===== src/rtl/vga_rx_monitor.sv =====
// VGA sink monitor: registers the pixel stream, recovers x/y coordinates, checks
// line/frame timing, locks onto a clean stream and signs every locked frame.
module vga_rx_monitor #(
   parameter int H_ACTIVE = 640,
   parameter int V_ACTIVE = 480,
   parameter int H_TOTAL  = 800,
   parameter int V_TOTAL  = 525,
   parameter bit SYNC_POL = 1'b0
) (
   input  logic        clk,
   input  logic        rst_n,
   input  logic        hsync,
   input  logic        vsync,
   input  logic        de,
   input  logic [5:0]  rgb,
   input  logic        err_clr,
   output logic        pix_valid,
   output logic [9:0]  pix_x,
   output logic [9:0]  pix_y,
   output logic [5:0]  pix_rgb,
   output logic        locked,
   output logic        frame_done,
   output logic [15:0] frame_sig,
   output logic [2:0]  err,
   output logic [1:0]  state_dbg
);

   localparam logic [10:0] H_TOTAL_C  = 11'(H_TOTAL);
   localparam logic [10:0] H_ACTIVE_C = 11'(H_ACTIVE);
   localparam logic [10:0] V_TOTAL_C  = 11'(V_TOTAL);
   localparam logic [9:0]  V_ACTIVE_C = 10'(V_ACTIVE);

   typedef enum logic [1:0] {
      SEARCH  = 2'd0,
      MEASURE = 2'd1,
      LOCKED  = 2'd2
   } state_t;

   state_t      state, state_nxt;
   logic        prev_ok, hs_prev, vs_prev;
   logic        hs_act, vs_act, hs_edge, vs_edge, de_rise, de_fall;
   logic [10:0] h_cnt, d_cnt, hs_total;
   logic [9:0]  line_cnt;
   logic [15:0] sig;
   logic        skip_line, frame_bad;
   logic [1:0]  good_cnt, good_nxt;
   logic        line_chk, htotal_bad, hactive_bad, line_bad, vtotal_bad;
   logic        frame_ok, frame_fire, enter_measure;

   // hs_prev/vs_prev hold the active-level flag of the previous sample;
   // prev_ok masks the first sample after reset so it never forms an edge.
   assign hs_act  = (hsync == SYNC_POL);
   assign vs_act  = (vsync == SYNC_POL);
   assign hs_edge = prev_ok && hs_act && !hs_prev;
   assign vs_edge = prev_ok && vs_act && !vs_prev;
   assign de_rise = de && !pix_valid;
   assign de_fall = !de && pix_valid;

   // A sync edge coinciding with vsync still belongs to the closing frame.
   assign hs_total    = {1'b0, line_cnt} + {10'b0, hs_edge};
   assign line_chk    = hs_edge && !skip_line && (state != SEARCH);
   assign htotal_bad  = line_chk && (h_cnt != H_TOTAL_C);
   assign hactive_bad = line_chk && (d_cnt != 11'd0) && (d_cnt != H_ACTIVE_C);
   assign line_bad    = htotal_bad || hactive_bad;
   assign vtotal_bad  = vs_edge && (state != SEARCH) &&
                        ((hs_total != V_TOTAL_C) || (pix_y != V_ACTIVE_C));
   assign state_dbg   = state;

   always_comb begin
      state_nxt     = state;
      good_nxt      = good_cnt;
      enter_measure = 1'b0;
      frame_ok      = !frame_bad && !line_bad && !vtotal_bad;
      case (state)
         SEARCH: begin
            if (vs_edge) begin
               state_nxt     = MEASURE;
               enter_measure = 1'b1;
               good_nxt      = 2'd0;
            end
         end
         MEASURE: begin
            if (vs_edge) begin
               good_nxt = frame_ok ? good_cnt + 2'd1 : 2'd0;
               if (good_nxt == 2'd2) state_nxt = LOCKED;
            end
         end
         LOCKED: begin
            if (line_bad || vtotal_bad) begin
               state_nxt = SEARCH;
               good_nxt  = 2'd0;
            end
         end
         default: state_nxt = SEARCH;
      endcase
      frame_fire = vs_edge && ((state == LOCKED) ||
                               ((state == MEASURE) && (state_nxt == LOCKED)));
   end

   always_ff @(posedge clk) begin
      if (!rst_n) begin
         state    <= SEARCH;
         good_cnt <= 2'd0;
         locked   <= 1'b0;
      end else begin
         state    <= state_nxt;
         good_cnt <= good_nxt;
         locked   <= (state_nxt == LOCKED);
      end
   end

   always_ff @(posedge clk) begin
      if (!rst_n) begin
         prev_ok    <= 1'b0;
         hs_prev    <= 1'b0;
         vs_prev    <= 1'b0;
         pix_valid  <= 1'b0;
         pix_x      <= 10'd0;
         pix_y      <= 10'd0;
         pix_rgb    <= 6'd0;
         sig        <= 16'd0;
         frame_sig  <= 16'd0;
         frame_done <= 1'b0;
         err        <= 3'd0;
         h_cnt      <= 11'd0;
         d_cnt      <= 11'd0;
         line_cnt   <= 10'd0;
         skip_line  <= 1'b0;
         frame_bad  <= 1'b0;
      end else begin
         prev_ok   <= 1'b1;
         hs_prev   <= hs_act;
         vs_prev   <= vs_act;
         pix_valid <= de;
         pix_rgb   <= rgb;

         if (de) begin
            if (de_rise)                pix_x <= 10'd0;
            else if (pix_x != 10'h3FF)  pix_x <= pix_x + 10'd1;
         end
         if (vs_edge)                           pix_y <= 10'd0;
         else if (de_fall && pix_y != 10'h3FF)  pix_y <= pix_y + 10'd1;

         // Signature is sampled into frame_sig before the clear on the same edge.
         if (vs_edge)  sig <= 16'd0;
         else if (de)  sig <= {sig[14:0], sig[15]} + {10'b0, rgb};
         frame_done <= frame_fire;
         if (frame_fire) frame_sig <= sig;

         err <= (err & ~{3{err_clr}}) | {vtotal_bad, htotal_bad, hactive_bad};

         if (hs_edge)                  h_cnt <= 11'd1;
         else if (h_cnt != 11'h7FF)    h_cnt <= h_cnt + 11'd1;
         if (hs_edge)                  d_cnt <= {10'b0, de};
         else if (de && d_cnt != 11'h7FF) d_cnt <= d_cnt + 11'd1;
         if (vs_edge)                  line_cnt <= 10'd0;
         else if (hs_edge && line_cnt != 10'h3FF) line_cnt <= line_cnt + 10'd1;

         if (vs_edge)       frame_bad <= 1'b0;
         else if (line_bad) frame_bad <= 1'b1;
         if (hs_edge) skip_line <= 1'b0;

         // Fresh measurement window: the line in progress is partial, so skip it.
         if (enter_measure) begin
            h_cnt     <= 11'd0;
            d_cnt     <= 11'd0;
            skip_line <= 1'b1;
            frame_bad <= 1'b0;
         end
      end
   end

endmodule


===== config.mk =====
export PLATFORM = sky130hd
export DESIGN_NAME = vga_rx_monitor
export DESIGN_NICKNAME = d
export VERILOG_FILES = /design/src/rtl/vga_rx_monitor.sv
export SDC_FILE = /design/constraint.sdc
export NUM_CORES = 1
export LEC_CHECK = 0
export CAP_MARGIN = 30
export CELL_PAD_IN_SITES_DETAIL_PLACEMENT = 0
export CELL_PAD_IN_SITES_GLOBAL_PLACEMENT = 1
export CORE_MARGIN = 2
export CORE_UTILIZATION = 45
export CTS_BUF_LIST = sky130_fd_sc_hd__clkbuf_4 sky130_fd_sc_hd__clkbuf_8 sky130_fd_sc_hd__clkbuf_16
export CTS_CLUSTER_SIZE = 16
export DETAILED_ROUTE_END_ITERATION = 12
export GPL_TIMING_DRIVEN = 0
export PLACE_DENSITY = 0.91
export SYNTH_ARGS = -nofsm -noshare
export SYNTH_HDL_FRONTEND = slang
export SYNTH_SLANG_ARGS = --single-unit

===== constraint.sdc =====
create_clock -name clk -period 8 [get_ports clk]
set_clock_uncertainty 0.05 [all_clocks]
set_input_delay 1.6 -clock clk [delete_from_list [all_inputs] [get_ports clk]]
set_output_delay 1.6 -clock clk [all_outputs]
set_load 0.05 [all_outputs]

==> impl_metrics.toml, run 1 <==
[status]
outcome = "finished, final reports clean"

[global_route]
grt_pass1_wl_um = 18500
antenna_found_initial = 0
grt_max_degree = 17
grt_overflow = 0
grt_pass1_vias = 3983
grt.total_usage = 0.198

[power_and_ir_drop]
combPwrFrac = 0.092
finalPower_mw = 1.08
p_leak_nw = 2.10
powerDensity_nw_per_um2 = 183
p_seq_frac = 0.507
internal-power_uw = 828
power_switching_uw = 249
p_clk_frac = 0.401
switching_share = 0.231
peakVddDrop_mv = 0.121

[clock_network]
numClockSinks = 105
cts_root_buf = "clkbuf_8"
post-cts-setup-buffers = 0
cts_tree = "built"
htreeDepth = 3
cts_buffers = 9
clk_pin_slew_ns = 0.10
hold_buffers = 0
max-clock-path-buffers = 2
ctsResizeCount = 0
clock_latency_ns = 0.37

[logic_synthesis]
postSynthAreaPerCell_um2 = 8.71
synth_cells = 556
synthDistinctLibCells = 57
syn_area_um2 = 4840
ys_seq_elements = 105
synth_edf_count = 0
synth-seq-area-share = 0.434
synthesis.nets = 585
async_reset_ff_frac = 0
synth_ff_type = "dfxtp_1"
yosysWarnings = 0

[setup_path]
path_buf_inv = 4
startpoint_type = "input pin"
reg2reg_depth = 11
cp.required_ns = 8.21
cp.arrival_ns = 4.19
timing.rr.end = "frame_sig[0]"
slowest_delay_ns = 0.43
slowest_stage = "clkdlybuf4s50_1"
crit_fanout = 10
r2r_start = "prev_ok"
cpLargestDelayFamily = "buffers and inverters"
worstSetupPathType = "in -> reg"
crit_path_end_kind = "flop"
crit_top_cell = "buf_6"
path_cells = "clkdlybuf4s50_1 -> or3b_1 -> buf_6 -> inv_1 -> ha_1 -> mux2_2 -> o22ai_1 -> a31o_2 -> a31oi_4 -> buf_6 -> nand3_1 -> o31ai_2"
r2r_slack_ns = 5.38

[floorplan]
dieHeight_um = 108
io_pins = 62
die_width_um = 108
std_cell_rows = 37
dieArea_um2 = 11600
initial_utilization = 0.467
core_um2 = 10400

[hold_path]
hold_depth = 2
min_from = "frame_sig[11]"
hold_path.class = "reg -> reg"
worstHoldEndpoint = "frame_sig[11]"

[sta]
max_slew_margin = 0.529
finalMaxSlewViolations = 0
period_share = 0.497
tightest_slew_ns = 0.699
tns_ns = 0
setup_violations = 0
fmax_mhz = 252
final.min_clock_period_ns = 3.98
hold_viol_final = 0
grt_setup_unrepaired = "false"

[place]
dpl.cell_count = 753
routabilityCongestion = 0.913
portBuffers = 61
hpwlAfterDp_um = 7970
placed_cell_area_um2 = 5620

[routing]
drt-vias-per-instance = 5.33
ant_nets = 0
drc = 0
first_pass_iters = 4
drtIter0Drc = 157
wl_per_cell_um = 14.1
vias = 4100
wl_um = 10900

[final_layout]
fin_cells = 769
n_antenna_cell = 0
nNetsFinal = 657
final_area_um2 = 5900
post-route-util = 0.569
areaGrowthSynthToFinish_pct = 21.8
final_layout_size_suffix_gt1_frac = 0.0679
fillers = 973

[job]
drv_cap = 0
[area by class of cell]
cell class | count | area [um^2] | area share
Timing Repair Buffer | 61 | 611 | 0.103
Clock buffer | 11 | 151 | 0.0257
Inverter | 24 | 90.1 | 0.0153
Sequential cell | 105 | 2100 | 0.356
Multi-Input combinational cell | 407 | 2530 | 0.429
Tap cell | 136 | 170 | 0.0288
Buffer | 20 | 118 | 0.0199
Clock inverter | 5 | 125 | 0.0212
[power by group through the flow]
| stage | sequential (mW) | clock (mW) | combinational (mW) |
|---|---|---|---|
| detailed placement | 0.559 | 0 | 0.0989 |
| floorplan | 0.567 | 0 | 0.0582 |
| global route | 0.549 | 0.465 | 0.111 |
| CTS | 0.547 | 0.442 | 0.0994 |
| global placement | 0.558 | 0 | 0.0965 |
| finish | 0.547 | 0.432 | 0.0989 |
[sequential cells by signal (all words and copies together) (netlist names), 2 cells and up]
name / cells
pix_rgb: 6
err: 3
state_dbg: 2
d_cnt: 11
frame_sig: 16
pix_y: 10
good_cnt: 2
pix_x: 10
h_cnt: 11
sig: 16
line_cnt: 10
[layer usage]
metal,routed length (um),track usage
met1,5140,0.255
met2,5200,0.336
met3,429,0.0406
met4,97,0.0540
met5,0,0
[cell usage in the layout, fill, tap and decap left out, types with 3 or more instances in the layout]
| cell type | n |
|---|---|
| a21oi_1 | 41 |
| and2_1 | 6 |
| and3_1 | 6 |
| buf_6 | 5 |
| bufinv_16 | 4 |
| clkbuf_1 | 13 |
| clkbuf_8 | 11 |
| clkdlybuf4s50_1 | 61 |
| dfxtp_1 | 105 |
| ha_1 | 16 |
| inv_1 | 23 |
| mux2i_1 | 3 |
| nand2_1 | 51 |
| nand3_1 | 37 |
| nand4_1 | 20 |
| nor2_1 | 67 |
| nor2b_1 | 5 |
| nor3_1 | 7 |
| nor4_1 | 3 |
| nor4b_1 | 4 |
| o21ai_0 | 26 |
| o21ai_1 | 12 |
| o22ai_1 | 3 |
| or3_1 | 8 |
| xnor2_1 | 19 |
| xor2_1 | 31 |
[metrics by stage]
step	hold WS [ns]	setup WS, ns
after floorplan	0.390	4.35
after global routing	0.423	3.85
after detailed placement	0.399	3.64
after CTS	0.412	4.04
final	0.407	4.02
after global placement	0.394	3.66
[cells by family (layout without fill, tap and decap cells)]
logic type | count (synthesis) | in the layout | synth area share
buffers and inverters | 44 | 121 | 0.0429
AOI/OAI and AO/OA | 104 | 104 | 0.135
DFF | 105 | 105 | 0.434
muxes | 4 | 4 | 0.00853
adders and majority gates | 17 | 17 | 0.0455
and+or+nand+nor | 232 | 232 | 0.244
xor gates and xnor gates | 50 | 50 | 0.0904
[synth_stat cells, drive strengths merged, types with 8 or more instances]
library cell,number,area share
xor2,31,0.056
or3,8,0.010
inv,23,0.018
xnor2,19,0.034
nor2,68,0.053
nand2,51,0.040
nand4,20,0.026
nand3,38,0.040
clkbuf,13,0.010
dfxtp,105,0.43
ha,16,0.041
o21ai,38,0.039
nor3,8,0.011
a21oi,41,0.042
and2,8,0.011
[how the worst max path moves through the flow]
stage	from	end	slack, ns	cells past startpoint
after floorplan	hsync	frame_sig[0]	4.35	12
after global placement	hsync	frame_sig[0]	3.66	13
after detailed placement	hsync	frame_sig[0]	3.64	13
after CTS	hsync	frame_sig[0]	4.04	12
after global routing	hsync	frame_sig[15]	3.85	13
final	hsync	frame_sig[0]	4.02	12
[tightest hold or removal path, delay by kind of cell, from the launching register on]
kind               cells  cell delay [ns]
DFF                    1             0.32
AOI/OAI and AO/OA      1             0.05
and+or+nand+nor        1             0.05
Power figures use the tool's default switching activity.
==> run 2: changes to the inputs <==
Settings changed: CORE_UTILIZATION 45 to 42, PLACE_DENSITY 0.91 to 0.86.
Clock period 8 ns to 3.7 ns, I/O delays scaled along.
==> run 2 against run 1 <==
Compared with the run above: critical path depth is 1 higher; clock power is 140% higher; non-clock buffer count stayed put; critical path type unchanged; highest routed layer unchanged.
==> impl_metrics.toml, run 2 (same netlist as run 1, synthesis figures left out) <==
[status]
outcome = "finished, final reports clean"

[global_route]
grt_max_degree = 17
antenna_found_initial = 0
grt.total_usage = 0.178
grt_pass1_wl_um = 18100
grt_pass1_vias = 3765
grt_overflow = 0

[final_layout]
post-route-util = 0.527
largestRegisters = "frame_sig: 16 flops, sig: 16 flops"
final_layout_size_suffix_gt1_frac = 0.0665
nNetsFinal = 657
fin_cells = 775
fillers = 1082
layout_commonest_cell = "dfxtp_1"
areaGrowthSynthToFinish_pct = 23.1
n_antenna_cell = 0
final_cell_mix = "dfxtp_1, nor2_1, clkdlybuf4s50_1"

[setup_path]
crit_path_end_kind = "flop"
cp.required_ns = 3.88
startpoint_type = "input pin"
cp.arrival_ns = 3.38
worstSetupPathType = "in -> reg"
crit_fanout = 10

[sta]
hold_viol_final = 0
setup_violations = 0
tightest_slew_ns = 0.686
fmax_mhz = 313
finalMaxSlewViolations = 0
grt_setup_unrepaired = "false"
timing.final.ws_setup_ns = 0.502
tns_ns = 0
final.min_clock_period_ns = 3.20
period_share = 0.864
max_slew_margin = 0.538
finalHoldWorstSlack_ns = 0.404

[clock_network]
clock_latency_ns = 0.34
htreeDepth = 3
clk_pin_slew_ns = 0.07
numClockSinks = 105
post-cts-setup-buffers = 0
max-clock-path-buffers = 2
cts_root_buf = "clkbuf_16"
ctsResizeCount = 0
cts_buffers = 9
cts_tree = "built"
hold_buffers = 0

[floorplan]
die_width_um = 111
initial_utilization = 0.428
dieHeight_um = 111
core_um2 = 11300
dieArea_um2 = 12400
io_pins = 62
std_cell_rows = 39

[routing]
wl_um = 10900
vias = 4062
drc = 0
first_pass_iters = 4
wl_per_cell_um = 14.0
drtIter0Drc = 205
ant_nets = 0
drt-vias-per-instance = 5.24

[power_and_ir_drop]
switching_share = 0.234
peakVddDrop_mv = 0.325
p_seq_frac = 0.486
p_leak_nw = 2.12
power_switching_uw = 570
internal-power_mw = 1.87
p_clk_frac = 0.426
powerDensity_nw_per_um2 = 408
combPwrFrac = 0.088

[job]
drv_cap = 0

[place]
dpl.cell_count = 760
hpwlAfterDp_um = 7930
portBuffers = 61
routabilityCongestion = 0.836
dpl_worst_slack_ns = 0.146

[hold_path]
hold_path.class = "reg -> reg"
-- run 2: worst paths after layout --
check                start            end  slack [ns]  cells after the start
max                  hsync   frame_sig[0]        0.50                     13
min          frame_sig[12]  frame_sig[12]        0.40                      2
max reg2reg        prev_ok   frame_sig[0]        1.05                     12
min reg2reg  frame_sig[12]  frame_sig[12]        0.40                      2
-- run 2: critical path, cell delays in order --
cell,delay (ns)
clkdlybuf4s50_1,0.45
or3b_1,0.40
buf_6,0.16
inv_1,0.08
ha_1,0.17
nand2_1,0.10
xor2_1,0.17
nor4_2,0.31
a31o_2,0.31
a31oi_4,0.16
buf_6,0.18
nand3_1,0.10
o31ai_2,0.06
-- run 2: cell type report --
class / count / area (um^2) / area share
inverters: 24 / 90.1 / 0.0151
multi-input cells: 407 / 2530 / 0.425
plain buffers: 20 / 118 / 0.0197
well taps: 143 / 179 / 0.0300
flip-flops and latches: 105 / 2100 / 0.353
clock inverters: 4 / 76.3 / 0.0128
repair buffers: 61 / 611 / 0.102
clock buffers: 11 / 253 / 0.0424
-- run 2: stage by stage --
| stage | area [um^2] | power (mW) |
|---|---|---|
| 4_1_cts | 5960 | 2.46 |
| 5_1_grt | 5960 | 2.54 |
| 3_5_place_dp | 5630 | 1.42 |
| 3_3_place_gp | 5630 | 1.42 |
| 2_1_floorplan | 4840 | 1.35 |
| 6_report | 5960 | 2.44 |
-- run 2: power groups by stage --
| stage | clock (mW) | sequential (mW) | combinational [mW] |
|---|---|---|---|
| 2_1_floorplan | 0 | 1.23 | 0.126 |
| 3_3_place_gp | 0 | 1.21 | 0.209 |
| 3_5_place_dp | 0 | 1.21 | 0.214 |
| 4_1_cts | 1.06 | 1.18 | 0.215 |
| 5_1_grt | 1.11 | 1.19 | 0.239 |
| 6_report | 1.04 | 1.18 | 0.213 |
-- run 2: routing by layer --
metal	part of all wire	global-route usage	vias to the layer above
met3	0.040	0.0365	12
met4	0.014	0.0584	0
met2	0.48	0.294	78
met5	0	0	-
met1	0.47	0.236	1895
li1	-	-	2077
==> run 3: changes to the inputs <==
Settings changed: CORE_MARGIN 2 to 8.
==> run 3 against run 2 <==
Compared with the run above: worst hold slack better by 0.00073 ns; critical path depth is 1 lower; routed wire length up 4.6%; die area increased by 23%; sequential cell count did not move; largest cell class unchanged; largest power group unchanged.
==> impl_metrics.toml, run 3 (same netlist as run 1, synthesis figures left out) <==
[status]
outcome = "finished, final reports clean"

[power_and_ir_drop]
powerDensity_nw_per_um2 = 426
combPwrFrac = 0.084
peakVddDrop_mv = 0.515
p_seq_frac = 0.463
internal-power_mw = 1.98
power_switching_uw = 573
p_clk_frac = 0.453
switching_share = 0.224
p_leak_nw = 2.13
finalPower_mw = 2.56

[final_layout]
largestRegisters = "frame_sig: 16 flops, sig: 16 flops"
areaGrowthSynthToFinish_pct = 23.9
final_cell_mix = "dfxtp_1, nor2_1, clkdlybuf4s50_1"
post-route-util = 0.530
n_antenna_cell = 0
nNetsFinal = 657
final_layout_size_suffix_gt1_frac = 0.0665
layout_commonest_cell = "dfxtp_1"

[sta]
fmax_mhz = 316
max_slew_margin = 0.517
period_share = 0.856
grt_setup_unrepaired = "false"
tightest_slew_ns = 0.717
setup_violations = 0
tns_ns = 0
final.min_clock_period_ns = 3.17
finalMaxSlewViolations = 0
hold_viol_final = 0

[global_route]
grt_pass1_wl_um = 18800
antenna_found_initial = 0
grt.total_usage = 0.153
grt_overflow = 0
grt_pass1_vias = 3931
grt_max_degree = 17

[place]
portBuffers = 61
hpwlAfterDp_um = 8350
routabilityCongestion = 0.832

[clock_network]
post-cts-setup-buffers = 0
htreeDepth = 3
hold_buffers = 0
cts_root_buf = "clkbuf_16"
cts_tree = "built"
cts_buffers = 9
clock_latency_ns = 0.35
max-clock-path-buffers = 2
clk_pin_slew_ns = 0.07
numClockSinks = 105
ctsResizeCount = 0

[floorplan]
dieHeight_um = 123
std_cell_rows = 39
io_pins = 62
core_um2 = 11300
dieArea_um2 = 15200
die_width_um = 123
initial_utilization = 0.428

[routing]
ant_nets = 0
wl_um = 11400
drc = 0
first_pass_iters = 6
vias = 4118
wl_per_cell_um = 14.6
drtIter0Drc = 215
drt-vias-per-instance = 5.31

[setup_path]
cp.required_ns = 3.88
slowest_stage = "clkdlybuf4s50_1"
cp.arrival_ns = 3.35
reg2reg_depth = 11
r2r_start = "prev_ok"
cp-startpoint = "hsync"
path_cells = "clkdlybuf4s50_1 -> or3b_1 -> buf_6 -> inv_1 -> ha_1 -> mux2_2 -> o22ai_1 -> a31o_2 -> a31oi_4 -> buf_6 -> nand3_1 -> o31ai_2"
slowest_delay_ns = 0.44
worstSetupPathType = "in -> reg"
crit_fanout = 10
crit_top_cell = "buf_6"
crit_path_end_kind = "flop"
startpoint_type = "input pin"

[hold_path]
min_from = "frame_sig[11]"
hold_depth = 2
hold_path.class = "reg -> reg"

[job]
drv_cap = 0
[run 3: worst paths after layout]
path	slack (ns)	end
hold / removal	0.40	frame_sig[11]
setup / recovery	0.53	frame_sig[0]
setup reg to reg	1.09	frame_sig[0]
hold reg to reg	0.40	frame_sig[11]
[run 3: per-layer routing]
| layer | vias to the layer above | GRT usage | wire [um] | part of all wire |
|---|---|---|---|---|
| li1 | 2078 | - | - | - |
| met4 | 0 | 0.0527 | 133 | 0.012 |
| met2 | 66 | 0.258 | 5450 | 0.48 |
| met5 | - | 0 | 0 | 0 |
| met3 | 11 | 0.0374 | 537 | 0.047 |
| met1 | 1963 | 0.186 | 5230 | 0.46 |
[run 3: power groups by stage]
stage,Sequential (mW),Combinational [mW],Clock (mW)
floorplan,1.23,0.126,0
global placement,1.21,0.210,0
detailed placement,1.21,0.214,0
CTS,1.18,0.215,1.18
global route,1.19,0.240,1.21
finish,1.18,0.216,1.16
[run 3: critical path, delay by kind of cell]
kind,cells,cell delay (ns)
mux,1,0.34
fa+ha+maj,1,0.20
simple gates,2,0.49
compound gates,4,0.71
buf+inv,4,0.85
[run 3: layout make-up]
class | instances | area (um^2)
Clock buffer | 10 | 239
Tap cell | 143 | 179
Clock inverter | 5 | 128
Timing Repair Buffer | 61 | 611
Sequential cell | 105 | 2100
Fill cell | 1081 | 5320
Buffer | 20 | 118
Multi-Input combinational cell | 407 | 2530
Inverter | 24 | 90.1
[run 3: through the flow]
stage	setup slack, ns	cells	hold WS [ns]	instance area [um^2]
finish	0.532	775	0.405	6000
global route	0.347	775	0.431	6000
global placement	0.183	760	0.395	5630
floorplan	0.906	556	0.390	4840
CTS	0.533	775	0.409	6000
detailed placement	0.179	760	0.401	5630
